**src/rtl/edge_gen_pkg.sv**
```systemverilog
// edge_gen_pkg
// Shared types for the edge pattern generator.
//   DUR_W_DEF        : default width of the hold-duration field
//   edge_cmd_t       : one queued command {level, dur}
//   edge_gen_state_e : player FSM states, exposed on the debug port
package edge_gen_pkg;

    localparam int DUR_W_DEF = 8;

    typedef struct packed {
        logic                 level;
        logic [DUR_W_DEF-1:0] dur;
    } edge_cmd_t;

    typedef enum logic [0:0] {
        IDLE = 1'b0,
        HOLD = 1'b1
    } edge_gen_state_e;

endpackage

```
**src/rtl/edge_cmd_fifo.sv**
```systemverilog
// edge_cmd_fifo
// Synchronous command FIFO with an occupancy counter and first-word
// read: pop_data always shows the head entry while the FIFO is non-empty.
// Ports:
//   clk, rst            : clock, synchronous active-low reset
//   push, push_data     : write request and data (ignored when full)
//   pop                 : consume the head entry (ignored when empty)
//   pop_data            : current head entry
//   full, empty         : derived from the registered count
module edge_cmd_fifo #(
    parameter int DEPTH = 4,
    parameter int W     = 9
) (
    input  logic         clk,
    input  logic         rst,
    input  logic         push,
    input  logic [W-1:0] push_data,
    input  logic         pop,
    output logic [W-1:0] pop_data,
    output logic         full,
    output logic         empty
);

    localparam int AW = $clog2(DEPTH);
    localparam int CW = AW + 1;

    logic [W-1:0]  mem [DEPTH];
    logic [AW-1:0] wr_ptr;
    logic [AW-1:0] rd_ptr;
    logic [CW-1:0] count;
    logic          do_push;
    logic          do_pop;

    assign full     = (count == CW'(DEPTH));
    assign empty    = (count == '0);
    assign do_push  = push && !full;
    assign do_pop   = pop && !empty;
    assign pop_data = mem[rd_ptr];

    // DEPTH is a power of two, so the pointers wrap naturally.
    always_ff @(posedge clk) begin
        if (!rst) begin
            wr_ptr <= '0;
            rd_ptr <= '0;
            count  <= '0;
        end else begin
            if (do_push) wr_ptr <= wr_ptr + 1'b1;
            if (do_pop)  rd_ptr <= rd_ptr + 1'b1;
            case ({do_push, do_pop})
                2'b10:   count <= count + 1'b1;
                2'b01:   count <= count - 1'b1;
                default: count <= count;
            endcase
        end
    end

    // Storage needs no reset; validity is tracked by count.
    always_ff @(posedge clk) begin
        if (do_push) mem[wr_ptr] <= push_data;
    end

endmodule

```
**src/rtl/edge_pattern_gen.sv**
```systemverilog
// edge_pattern_gen
// Command-driven single-wire waveform generator. Queued (level, duration)
// commands are played back-to-back on signal_out, each held for exactly
// max(dur,1) cycles.
// Optional feature macro: EDGE_GEN_FLAGS_EN adds rise_flag / fall_flag.
// Handshake: a command is taken on any rising edge where cmd_valid and
// cmd_ready are both high; cmd_ready depends only on FIFO occupancy, never
// on cmd_valid, and the source must hold its command stable until taken.
// Ports:
//   clk, rst             : clock, synchronous active-low reset
//   cmd_valid/cmd_ready  : command handshake
//   cmd_level, cmd_dur   : command payload (dur 0 plays as 1)
//   signal_out           : generated waveform (registered)
//   busy                 : a command is being held
//   done                 : one-cycle pulse after the last queued hold
//   rise_flag, fall_flag : edge pulses aligned with signal_out (optional)
//   state_dbg            : current FSM state
module edge_pattern_gen
    import edge_gen_pkg::*;
#(
    parameter int DUR_W = 8,
    parameter int DEPTH = 4
) (
    input  logic             clk,
    input  logic             rst,
    input  logic             cmd_valid,
    output logic             cmd_ready,
    input  logic             cmd_level,
    input  logic [DUR_W-1:0] cmd_dur,
    output logic             signal_out,
    output logic             busy,
    output logic             done,
`ifdef EDGE_GEN_FLAGS_EN
    output logic             rise_flag,
    output logic             fall_flag,
`endif
    output edge_gen_state_e  state_dbg
);

    localparam logic [0:0] ST_IDLE = 1'b0;
    localparam logic [0:0] ST_HOLD = 1'b1;

    logic [0:0]       state_q;
    logic [DUR_W-1:0] cnt_q;
    logic             out_q;
    logic             done_q;

    logic             fifo_full;
    logic             fifo_empty;
    logic [DUR_W:0]   head;
    logic             head_level;
    logic [DUR_W-1:0] head_dur;
    logic [DUR_W-1:0] load_cnt;
    logic             pop;

    // The FIFO stores raw {level, dur} bits so non-default DUR_W works too.
    edge_cmd_fifo #(
        .DEPTH (DEPTH),
        .W     (DUR_W + 1)
    ) u_fifo (
        .clk       (clk),
        .rst       (rst),
        .push      (cmd_valid),
        .push_data ({cmd_level, cmd_dur}),
        .pop       (pop),
        .pop_data  (head),
        .full      (fifo_full),
        .empty     (fifo_empty)
    );

    assign head_level = head[DUR_W];
    assign head_dur   = head[DUR_W-1:0];
    // cnt counts remaining extra cycles, so a zero duration still holds one.
    assign load_cnt   = (head_dur == '0) ? '0 : head_dur - 1'b1;

    // Load from IDLE, or reload on the last hold cycle: no gap between
    // commands.
    assign pop = !fifo_empty && ((state_q == ST_IDLE) || (cnt_q == '0));

    always_ff @(posedge clk) begin
        if (!rst) begin
            state_q <= ST_IDLE;
            cnt_q   <= '0;
            out_q   <= 1'b0;
            done_q  <= 1'b0;
        end else begin
            done_q <= 1'b0;
            if (pop) begin
                out_q   <= head_level;
                cnt_q   <= load_cnt;
                state_q <= ST_HOLD;
            end else if (state_q == ST_HOLD) begin
                if (cnt_q != '0) begin
                    cnt_q <= cnt_q - 1'b1;
                end else begin
                    // Queue drained: level is kept, only the state returns.
                    state_q <= ST_IDLE;
                    done_q  <= 1'b1;
                end
            end
        end
    end

`ifdef EDGE_GEN_FLAGS_EN
    logic rise_q;
    logic fall_q;

    // Registered alongside out_q so each pulse lands in the first cycle
    // the new level is visible; same-level reloads give no pulse.
    always_ff @(posedge clk) begin
        if (!rst) begin
            rise_q <= 1'b0;
            fall_q <= 1'b0;
        end else begin
            rise_q <= pop && head_level && !out_q;
            fall_q <= pop && !head_level && out_q;
        end
    end

    assign rise_flag = rise_q;
    assign fall_flag = fall_q;
`endif

    assign cmd_ready  = !fifo_full;
    assign signal_out = out_q;
    assign busy       = (state_q == ST_HOLD);
    assign done       = done_q;
    assign state_dbg  = edge_gen_state_e'(state_q);

endmodule
```
**config.mk**
```make
export PLATFORM = sky130hd
export DESIGN_NAME = edge_pattern_gen
export DESIGN_NICKNAME = d
export VERILOG_FILES = /design/src/rtl/edge_gen_pkg.sv /design/src/rtl/edge_cmd_fifo.sv /design/src/rtl/edge_pattern_gen.sv
export SDC_FILE = /design/constraint.sdc
export NUM_CORES = 1
export LEC_CHECK = 0
export ABC_AREA = 1
export CAP_MARGIN = 10
export CORE_MARGIN = 2
export CORE_UTILIZATION = 40
export DETAILED_ROUTE_END_ITERATION = 7
export GPL_ROUTABILITY_DRIVEN = 0
export GPL_TIMING_DRIVEN = 0
export PLACE_DENSITY = 0.61
export SYNTH_ARGS = -nofsm -noshare
export SYNTH_HDL_FRONTEND = slang
export SYNTH_SLANG_ARGS = --single-unit
```
**constraint.sdc**
```tcl
create_clock -name clk -period 2.65 [get_ports clk]
set_clock_uncertainty 0.2 [all_clocks]
set_input_delay 0.53 -clock clk [delete_from_list [all_inputs] [get_ports clk]]
set_output_delay 0.53 -clock clk [all_outputs]
set_load 0.01 [all_outputs]
```
==> summary.txt <==
DRT
--------------------------------------------------------------------------------
Vias post-DR ......................................................         1827
Number of DRC violations after detailed-routing iteration 0 .......           54
Via density per instance ..........................................         4.77
DRC violations left ...............................................            0
Routed WL per cell ................................................      12.7 um
Count of TritonRoute iterations in the first routing pass .........            4
Overall routed net length .........................................      4880 um
Post-route antenna net violation count ............................            0

CLOCK TREE
--------------------------------------------------------------------------------
Clock tree from TritonCTS .........................................         done
Hold bufs inserted after CTS ......................................            0
Reg clk slew, reported paths ......................................      0.10 ns
Number of gates resized after cts .................................            0
Root Buffer .......................................................     clkbuf_8
Number of buffers added by the clock tree synthesis step ..........            5
CTS HTree Levels ..................................................            2
Deepest clock path buffer count ...................................            2
Later-pin clock latency in the skew report ........................      0.31 ns
Number of setup buffers added after CTS ...........................            0
Clk sinks .........................................................           56

DIE
--------------------------------------------------------------------------------
Initial standard-cell utilization of the core .....................        40.6%
FP Rows ...........................................................           30
Die Span X ........................................................      86.4 um
Die Y-Extent ......................................................      86.4 um
Area of the die ...................................................     7460 um2
Area inside the core boundary .....................................     6680 um2
Top-Level Pins ....................................................           17

WORST HOLD PATH
--------------------------------------------------------------------------------
Type of the worst min-delay path .................................. flip-flop to flip-flop
Min-Delay Path Depth ..............................................            1

PLACEMENT
--------------------------------------------------------------------------------
Pre-CTS setup slack ............................................... -0.000874 ns
# port buffers ....................................................           16
Post-detail-place hpwl ............................................      3320 um

LOGIC SYNTHESIS
--------------------------------------------------------------------------------
Ranking of synthesized cells by instance count .................... 63 x nand2_1, 36 x edfxtp_1, 21 x inv_1, 21 x nand3_1, 20 x dfxtp_1
Count of mapped cells out of synthesis ............................          279
Cell types with the largest area share after synthesis ............ edfxtp_1 40%, dfxtp_1 15%, nand2_1 8.7%
Mapped Area .......................................................     2710 um2
Post-synthesis area per instance ..................................     9.73 um2
Fraction of post-synthesis cell area in the top cell type by area .        39.8%
Yosys reg bits ....................................................           56
Synth warnings ....................................................            0
Syn nets ..........................................................          301
Top-count cell post-synth .........................................      nand2_1
Async SR Flop Fraction ............................................           0%
Post-synth top area cell ..........................................     edfxtp_1
Post-synth EDFFs ..................................................           36
Distinct cell type count of the synthesized netlist ...............           37
Flip-flop cell with the highest count after synthesis .............     edfxtp_1
Part of the Yosys area used for sequential elements ...............        54.6%

CRITICAL PATH
--------------------------------------------------------------------------------
Worst EP required .................................................      2.66 ns
Crit. End Element .................................................    flip-flop
Slowest CP cell ...................................................         fa_2
Data arrival time of the worst path ...............................      2.44 ns
Startpoint type of the worst setup path ...........................    flip-flop
CP Max Fanout .....................................................            9
Kind of critical path ............................................. flip-flop to flip-flop
Worst r2r path cells ..............................................           12
Delay of the slowest cell on the worst path .......................      0.44 ns
Series of cell instances along the critical path .................. inv_1, ha_1, nand3_1, nor2_2, inv_2, nand2_4, nand2_8, inv_2, ha_1, fa_2, o21ai_0, a21oi_1

FINAL LAYOUT
--------------------------------------------------------------------------------
Filler cell count .................................................          655
Total inserted antenna cells ......................................            0
Share of post-route cells with drive strength above 1 .............        15.2%
Final #Nets .......................................................          324
Area growth from synthesis to layout ..............................        14.0%
Area taken by multi-input logic gates .............................     1050 um2
Area occupied by registers ........................................     1480 um2

TIMING
--------------------------------------------------------------------------------
Final sum of negative setup slack .................................         0 ns
Clock period minus worst slack ....................................      2.44 ns
Final hold vios ...................................................            0
Transition time at the pin with the least slew margin .............      1.06 ns
Final clock period utilization by the worst path ..................        92.1%
Final slew viol count .............................................            0
Unrepaired setup endpoints after global routing ...................        false
Final-report setup violation count ................................            0
Final setup slack of the worst path ...............................     0.210 ns
Maximum achievable frequency ......................................      410 MHz
Headroom to the max-slew limit ....................................        29.3%

GLOBAL ROUTING
--------------------------------------------------------------------------------
Maximum number of pins on one net before global-route repair ......           19
Initial antenna violation count ...................................            0
Total track usage .................................................        14.2%
First-pass GRT wire length ........................................      8200 um
Number of global-route vias before repair .........................         1744
Total grt overflow ................................................            0

PWR
--------------------------------------------------------------------------------
Power per Cell Area ...............................................  1060 nW/um2
Sw frac ...........................................................        41.2%
Worst-case vdd ir drop ............................................     0.398 mV
Part of the power in combinational logic ..........................        48.3%
Internal power component ..........................................      1.92 mW
Clock network power share .........................................        15.4%
Switching power of the nets .......................................      1.35 mW
Sequential Power Share ............................................        36.3%
Total power consumption of the routed design ......................      3.27 mW
Leakage power .....................................................      1.20 nW

STATUS
--------------------------------------------------------------------------------
Run status ........................................................ finished, final reports clean

FLOW RUN
--------------------------------------------------------------------------------
Number of max-cap violations ......................................            0

-- cell usage in the layout (no fill, tap or decap), types with 5 or more instances in the layout --
| cell | instances |
|---|---|
| nand2_1 | 63 |
| edfxtp_1 | 36 |
| inv_1 | 21 |
| nand3_1 | 21 |
| o21ai_0 | 19 |
| a21oi_1 | 19 |
| dfxtp_1 | 19 |
| nor2_1 | 18 |
| clkdlybuf4s50_1 | 16 |
| nand2_2 | 10 |
| ha_1 | 9 |
| clkbuf_8 | 6 |
| inv_2 | 5 |
-- worst max-delay path, delay by kind of cell, from the launching register on --
| family | cells | cell delay (ns) |
|---|---|---|
| adders and majority gates | 3 | 0.82 |
| and+or+nand+nor | 4 | 0.42 |
| DFF | 1 | 0.35 |
| buffers and inverters | 3 | 0.30 |
| AOI/OAI and AO/OA | 2 | 0.25 |
-- power by group through the flow --
stage                     registers, mW  logic (mW)  clock network (mW)
after floorplan                    1.19        1.23                   0
after global placement             1.20        1.53                   0
after detailed placement           1.21        1.55                   0
after CTS                          1.19        1.56               0.518
after global routing               1.21        1.80               0.560
final                              1.19        1.58               0.504
-- sequential cells by signal, summed over array words and instances (netlist names), named ones only --
name           flops
u_fifo.mem        36
busy               1
u_fifo.wr_ptr      2
u_fifo.rd_ptr      2
cnt_q              8
signal_out         1
u_fifo.count       3
done               1
-- per-stage QoR --
stage	cells	hold slack (ns)	util, %	instance area [um2]
after floorplan	279	0.244	-	2710
after global placement	375	0.260	44.5	2970
after detailed placement	375	0.260	44.5	2970
after CTS	383	0.279	46.0	3080
after global routing	383	0.296	46.3	3090
final	383	0.282	46.3	3090
-- area by class of cell --
class | count | share of cell area, %
Buffer | 7 | 2.59
Clock buffer | 6 | 2.67
Clock inverter | 2 | 0.607
Inverter | 28 | 3.72
Multi-Input combinational cell | 188 | 34.1
Sequential cell | 56 | 47.9
Tap cell | 80 | 3.24
Timing Repair Buffer | 16 | 5.18
-- worst paths after layout --
| check | startpoint | end | slack [ns] |
|---|---|---|---|
| worst max-delay path | cnt_q[0]$_SDFFE_PN0P_ | u_fifo.count[1]$_SDFFE_PN0P_ | 0.21 |
| worst min-delay path | u_fifo.rd_ptr[0]$_SDFFE_PN0P_ | flip-flop | 0.28 |
| worst max register to register | cnt_q[0]$_SDFFE_PN0P_ | u_fifo.count[1]$_SDFFE_PN0P_ | 0.21 |
| worst min register to register | u_fifo.rd_ptr[0]$_SDFFE_PN0P_ | flip-flop | 0.28 |
-- routing by layer --
layer | GRT usage, % | routed length, um
met5 | 0 | 0
met4 | 4.12 | 44
met3 | 3.43 | 111
met2 | 24.5 | 2380
met1 | 17.7 | 2340
-- cell families after synthesis --
| logic type | count (synthesis) | synth area share [%] |
|---|---|---|
| XOR/XNOR | 6 | 1.94 |
| AO/OA/AOI/OAI | 45 | 9.18 |
| buffers and inverters | 35 | 7.19 |
| adder cells (fa/ha/maj) | 10 | 4.89 |
| flip-flops | 56 | 54.6 |
| AND/OR/NAND/NOR | 127 | 22.2 |
Power figures use the tool's default switching activity.
